--- src/rtl/mips_multicycle_ctrl.sv ---
// mips_multicycle_ctrl
// Multicycle control FSM for a MIPS-subset datapath. Each instruction passes
// through FETCH -> DECODE -> EXEC [-> MEM] [-> WB]. The opcode and funct
// fields are captured as the FSM leaves S_FETCH. All datapath controls are
// Moore outputs decoded from the state register and the captured fields.
// ALU_zero only qualifies PC_LdEn for beq. Mem_ack only moves S_MEM forward.
//
// Memory handshake (valid/ready): Mem_req acts as valid and Mem_ack as ready.
// Mem_req and Mem_WrEn are held constant from entry to S_MEM until the cycle in
// which Mem_ack is sampled high. That cycle completes the transfer. Mem_ack
// seen in any other state is ignored.
//
// Optional feature: define MIPS_CTRL_ILLEGAL_TRAP_EN to trap unknown opcodes.
// With the macro, S_TRAP drives Illegal_op high and holds every other output
// low until Rst_n. Without it, an unknown opcode is a NOP that returns to
// S_FETCH straight from S_DECODE.
//
// Ports:
//   Clk, Rst_n          clock, asynchronous active-low reset
//   Instr               instruction word (sampled while in S_FETCH)
//   ALU_zero            ALU zero flag (beq in S_EXEC)
//   Mem_ack             data memory completion pulse
//   Instr_LdEn, PC_LdEn, PC_sel          fetch / PC controls
//   RF_B_sel, RF_WrData_sel, RF_WrEn      register file controls
//   ALU_Bin_sel, ALU_func                 ALU controls
//   Mem_req, Mem_WrEn                     data memory request
//   Busy                high in DECODE/EXEC/MEM/WB
//   Illegal_op          (macro only) sticky illegal-opcode flag
//   state_dbg           current FSM state encoding
module mips_multicycle_ctrl #(
   parameter int OP_W   = 6,
   parameter int ALUF_W = 4
) (
   input  logic              Clk,
   input  logic              Rst_n,
   input  logic [31:0]       Instr,
   input  logic              ALU_zero,
   input  logic              Mem_ack,
   output logic              Instr_LdEn,
   output logic              PC_LdEn,
   output logic [1:0]        PC_sel,
   output logic              RF_B_sel,
   output logic              RF_WrData_sel,
   output logic              RF_WrEn,
   output logic              ALU_Bin_sel,
   output logic [ALUF_W-1:0] ALU_func,
   output logic              Mem_req,
   output logic              Mem_WrEn,
   output logic              Busy,
`ifdef MIPS_CTRL_ILLEGAL_TRAP_EN
   output logic              Illegal_op,
`endif
   output logic [2:0]        state_dbg
);

   typedef enum logic [2:0] {
      S_RESET  = 3'd0,
      S_FETCH  = 3'd1,
      S_DECODE = 3'd2,
      S_EXEC   = 3'd3,
      S_MEM    = 3'd4,
      S_WB     = 3'd5,
      S_TRAP   = 3'd6
   } state_t;

   localparam logic [OP_W-1:0] OP_RTYPE = 6'b000000;
   localparam logic [OP_W-1:0] OP_ADDI  = 6'b001000;
   localparam logic [OP_W-1:0] OP_ANDI  = 6'b001100;
   localparam logic [OP_W-1:0] OP_ORI   = 6'b001101;
   localparam logic [OP_W-1:0] OP_LW    = 6'b100011;
   localparam logic [OP_W-1:0] OP_SW    = 6'b101011;
   localparam logic [OP_W-1:0] OP_BEQ   = 6'b000100;
   localparam logic [OP_W-1:0] OP_J     = 6'b000010;

   localparam logic [OP_W-1:0] FN_ADD = 6'b100000;
   localparam logic [OP_W-1:0] FN_SUB = 6'b100010;
   localparam logic [OP_W-1:0] FN_AND = 6'b100100;
   localparam logic [OP_W-1:0] FN_OR  = 6'b100101;
   localparam logic [OP_W-1:0] FN_SLT = 6'b101010;

   localparam logic [ALUF_W-1:0] ALU_ADD = 4'b0000;
   localparam logic [ALUF_W-1:0] ALU_SUB = 4'b0001;
   localparam logic [ALUF_W-1:0] ALU_AND = 4'b0010;
   localparam logic [ALUF_W-1:0] ALU_OR  = 4'b0011;
   localparam logic [ALUF_W-1:0] ALU_SLT = 4'b0100;

   state_t            state, state_next;
   logic [OP_W-1:0]   op_q, funct_q;
   logic [ALUF_W-1:0] alu_f;
   logic              alu_imm;
   logic              op_known;
   logic              is_lw, is_sw, is_beq, is_j, is_mem;

   // The register and immediate fields go straight to the datapath.
   logic unused_instr_bits;
   assign unused_instr_bits = ^Instr[31-OP_W:OP_W];

   always_ff @(posedge Clk or negedge Rst_n) begin
      if (!Rst_n) begin
         state   <= S_RESET;
         op_q    <= '0;
         funct_q <= '0;
      end else begin
         state <= state_next;
         if (state == S_FETCH) begin
            op_q    <= Instr[31 -: OP_W];
            funct_q <= Instr[OP_W-1:0];
         end
      end
   end

   assign is_lw  = (op_q == OP_LW);
   assign is_sw  = (op_q == OP_SW);
   assign is_beq = (op_q == OP_BEQ);
   assign is_j   = (op_q == OP_J);
   assign is_mem = is_lw | is_sw;

   // ALU decode from the captured fields; used in EXEC and held through MEM.
   always_comb begin
      alu_f    = ALU_ADD;
      alu_imm  = 1'b0;
      op_known = 1'b1;
      case (op_q)
         OP_RTYPE: begin
            case (funct_q)
               FN_SUB:  alu_f = ALU_SUB;
               FN_AND:  alu_f = ALU_AND;
               FN_OR:   alu_f = ALU_OR;
               FN_SLT:  alu_f = ALU_SLT;
               FN_ADD:  alu_f = ALU_ADD;
               default: alu_f = ALU_ADD;
            endcase
         end
         OP_ADDI, OP_LW, OP_SW: alu_imm = 1'b1;
         OP_ANDI: begin
            alu_f   = ALU_AND;
            alu_imm = 1'b1;
         end
         OP_ORI: begin
            alu_f   = ALU_OR;
            alu_imm = 1'b1;
         end
         OP_BEQ:  alu_f = ALU_SUB;
         OP_J:    alu_f = ALU_ADD;
         default: op_known = 1'b0;
      endcase
   end

   always_comb begin
      state_next    = S_RESET;
      Instr_LdEn    = 1'b0;
      PC_LdEn       = 1'b0;
      PC_sel        = 2'd0;
      RF_B_sel      = 1'b0;
      RF_WrData_sel = 1'b0;
      RF_WrEn       = 1'b0;
      ALU_Bin_sel   = 1'b0;
      ALU_func      = '0;
      Mem_req       = 1'b0;
      Mem_WrEn      = 1'b0;
      Busy          = 1'b0;
`ifdef MIPS_CTRL_ILLEGAL_TRAP_EN
      Illegal_op    = 1'b0;
`endif
      case (state)
         S_RESET: state_next = S_FETCH;
         S_FETCH: begin
            Instr_LdEn = 1'b1;
            PC_LdEn    = 1'b1;
            state_next = S_DECODE;
         end
         S_DECODE: begin
            Busy     = 1'b1;
            // sw and beq read rt (Instr[20:16]) on port B.
            RF_B_sel = is_sw | is_beq;
            if (op_known)
               state_next = S_EXEC;
            else
`ifdef MIPS_CTRL_ILLEGAL_TRAP_EN
               state_next = S_TRAP;
`else
               state_next = S_FETCH;
`endif
         end
         S_EXEC: begin
            Busy        = 1'b1;
            ALU_func    = alu_f;
            ALU_Bin_sel = alu_imm;
            if (is_beq) begin
               PC_sel     = 2'd1;
               PC_LdEn    = ALU_zero;
               state_next = S_FETCH;
            end else if (is_j) begin
               PC_sel     = 2'd2;
               PC_LdEn    = 1'b1;
               state_next = S_FETCH;
            end else if (is_mem) begin
               state_next = S_MEM;
            end else begin
               state_next = S_WB;
            end
         end
         S_MEM: begin
            Busy        = 1'b1;
            Mem_req     = 1'b1;
            Mem_WrEn    = is_sw;
            ALU_func    = alu_f;
            ALU_Bin_sel = alu_imm;
            if (Mem_ack)
               state_next = is_lw ? S_WB : S_FETCH;
            else
               state_next = S_MEM;
         end
         S_WB: begin
            Busy          = 1'b1;
            RF_WrEn       = 1'b1;
            RF_WrData_sel = is_lw;
            state_next    = S_FETCH;
         end
`ifdef MIPS_CTRL_ILLEGAL_TRAP_EN
         S_TRAP: begin
            Illegal_op = 1'b1;
            state_next = S_TRAP;
         end
`endif
         default: state_next = S_RESET;
      endcase
   end

   assign state_dbg = state;

endmodule

--- config.mk ---
export PLATFORM = sky130hd
export DESIGN_NAME = mips_multicycle_ctrl
export DESIGN_NICKNAME = d
export VERILOG_FILES = /design/src/rtl/mips_multicycle_ctrl.sv
export SDC_FILE = /design/constraint.sdc
export NUM_CORES = 1
export LEC_CHECK = 0
export ABC_AREA = 0
export CAP_MARGIN = 10
export CORE_MARGIN = 4
export CORE_UTILIZATION = 43
export DETAILED_ROUTE_END_ITERATION = 16
export PLACE_DENSITY = 0.92
export SYNTH_ARGS = -nofsm -noshare
export SYNTH_HDL_FRONTEND = slang
export SYNTH_SLANG_ARGS = --single-unit
--- constraint.sdc ---
create_clock -name Clk -period 2 [get_ports Clk]
set_input_delay 0.4 -clock Clk [delete_from_list [all_inputs] [get_ports Clk]]
set_output_delay 0.4 -clock Clk [all_outputs]
set_load 0.01 [all_outputs]
==> impl_metrics.ini <==
[run_status]
outcome = finished with violations
violations = negative setup slack

[drt]
drtAntennaViolNets = 0
wire_per_inst_um = 21.3
drc = 0
drt_wl_total_um = 4230
vias = 1127
drtPass1Iterations = 4
vias_per_cell = 5.66
drt_iter0_drc = 71

[placed_design]
gp_congestion = 0.840
dp_hpwl_um = 2500
io_buffers = 32
place_area_mm2 = 0.00155
post-place-ws_ps = -312
placedCellCount = 177

[critical_path]
path_class = flip-flop to primary output
worstPathArrival_ps = 1820
cp.required_ps = 1600
worst_setup_path_start_kind = flip-flop
endpoint_kind = primary output
worst-path-max-fanout = 7

[timing]
min_period_over_period_pct = 111
finalHoldViolCount = 0
tightest_slew_ps = 727
period_needed_ps = 2220
hold_ws_ps = 520
setup_tns_ps = -868
rsz0062_at_grt = yes
slew_violations = 0
setup_ws_ps = -221
setup_viol_count_final = 9
finClkSkew_ps = 14.3
max_freq_ghz = 0.450
maxSlewHeadroom_pct = 51.4

[grt]
globalRouteMet1Util_pct = 26.1
antenna_found_initial = 0
grt.overflow.total = 0
grt_max_degree = 16
gr-usage-all-layers_pct = 24.5
met2_usage_pct = 47.9
grt_pass1_wl_um = 6040
grt_busiest_layer = met2
grt_pass1_vias = 1174
met3_usage_pct = 3.12

[finish]
syn2layout_area_growth_pct = 67.5
fin_nets = 209
design_area_mm2 = 0.00182
final_layout_size_suffix_gt1_share_pct = 56.7
diodes = 0
layout.cells.non_filler = 199
final_core_util_pct = 79.2

[floorplanning]
rows = 17
core_area_mm2 = 0.00230
die-height_um = 58.3
die_width_um = 58.3
start_util_pct = 47.3
die_area_mm2 = 0.00339
io_pins = 54

[synthesis]
synth_compound_area_share_pct = 12.4
synth_seq_area_share_pct = 34.6
syn_area_per_cell_um2 = 10.8
synth-xor-area-share_pct = 0.806
synth_mux_area_share_pct = 15.6
synthTopCellsByArea = dfrtp_1 (35%), mux2_4 (12%), mux2_2 (3.1%), nor3_4 (3.0%), buf_2 (2.3%)
synth_cells = 101
yosysTopAreaCell = dfrtp_1
netlist-cell-type-count = 47
synth_edf_count = 0
synthArstFlopShare_pct = 100
yosysWarnings = 0
synth_fp_nets = 138
synth_most_common_cell = dfrtp_1
synth_top_area_share_pct = 34.6
synth-simple-area-share_pct = 27.5
synthFlopType = dfrtp_1
ys_top_cells_by_count = dfrtp_1 (15), mux2_4 (9), nor2_1 (6), buf_2 (5), nand3_1 (5)
synthesis.area_mm2 = 0.00109
synth_seq_cells = 15
synth_fa_ha_area_share_pct = 1.15
synth_top_family_by_area = simple AND/OR/NAND/NOR gates

[power_and_ir_drop]
p_int_mw = 1.71
power_mw = 2.96
p_switching_mw = 1.25
power_density_mw_per_mm2 = 1630
p_sw_share_pct = 42.1
peakVddDrop_mv = 1.24
leakage_nw = 0.803
combPwrFrac_pct = 70.4
p_seq_share_pct = 23.8
clock_power_share_pct = 5.9

[clock_tree]
htreeDepth = 1
cts_root_buf = clkbuf_4
cts_tree = built
clockBufferDepth = 2
clkLatencyLatePin_ps = 290
clkTransAtPathRegs_ps = 100
cts_buffers = 3
cts_hold_buf = 0
clock-sinks = 15

[worst_hold_path]
min-delay-path-class = flip-flop to flip-flop

[run]
maxCapViolations = 0
## logic make-up (layout without fill, tap and decap cells)
kind of cell / after synthesis / count (layout)
other: 1 / 1
muxes: 12 / 12
and+or+nand+nor: 41 / 41
adders and majority gates: 1 / 1
xor gates and xnor gates: 1 / 1
DFF: 15 / 15
buffers and inverters: 11 / 81
AOI/OAI and AO/OA: 19 / 19
## final timing paths
check	from	to	slack, ps	depth (start not counted)
worst max-delay path	op_q[2]$_DFFE_PN0P_	ALU_func[1]	-220	6
worst min-delay path	funct_q[5]$_DFFE_PN0P_	funct_q[5]$_DFFE_PN0P_	520	1
worst max register to register	op_q[1]$_DFFE_PN0P_	state_dbg[2]$_DFF_PN0_	330	7
worst min register to register	funct_q[5]$_DFFE_PN0P_	funct_q[5]$_DFFE_PN0P_	520	1
max in group asynchronous	Rst_n	state_dbg[1]$_DFF_PN0_	940	1
min in group asynchronous	Rst_n	op_q[2]$_DFFE_PN0P_	530	1
## timing repair
action,4_1_cts,5_1_grt
resized for setup,60,15
pin swaps,12,8
endpoints found under the setup margin,14,10
setup buffers,14,4
## power by group through the flow
stage                     registers, mW  logic [mW]  clock network [mW]
final                             0.703        2.08               0.174
after global routing              0.722        2.18               0.202
after CTS                         0.684        1.84               0.175
after detailed placement          0.684        1.56                   0
after global placement            0.661        1.48                   0
after floorplan                   0.586        1.05                   0
## layout by cell type (no fill, tap or decap), types with 3 or more instances in the layout
master / instances
dfrtp_2: 6
buf_6: 9
clkbuf_4: 3
nor2b_1: 3
dfrtp_1: 9
o21ai_0: 3
mux2_4: 9
clkdlybuf4s50_1: 18
nor2_4: 3
buf_4: 33
nand2_1: 3
buf_2: 7
mux2_2: 3
nand3_1: 3
dlygate4sd2_1: 4
## sequential cells by signal (all words and copies together), names as in the netlist
name,count
op_q,6
funct_q,6
state_dbg,3
## final cells by class
class / count / area (µm²)
clock buffer: 4 / 26.3
fill: 143 / 478
inverter: 2 / 7.51
multi-input combinational: 75 / 721
sequential: 15 / 383
tap: 28 / 35.0
timing repair buffer: 75 / 647
## metal layers
metal  up-vias  share of wire, %  routed length (µm)
li1        514                 -                   -
met1       544                38                1620
met2        57                53                2250
met3        12               5.1                 217
met4         0               3.4                 143
met5         -                 0                   0
## worst max-delay path, cell delays in order (launching register included)
cell     delay, ps
dfrtp_1        530
buf_4          210
and2_1         220
buf_4          140
nand2_1        100
a21oi_2        180
buf_2          160
(Power assumes the default switching activity.)
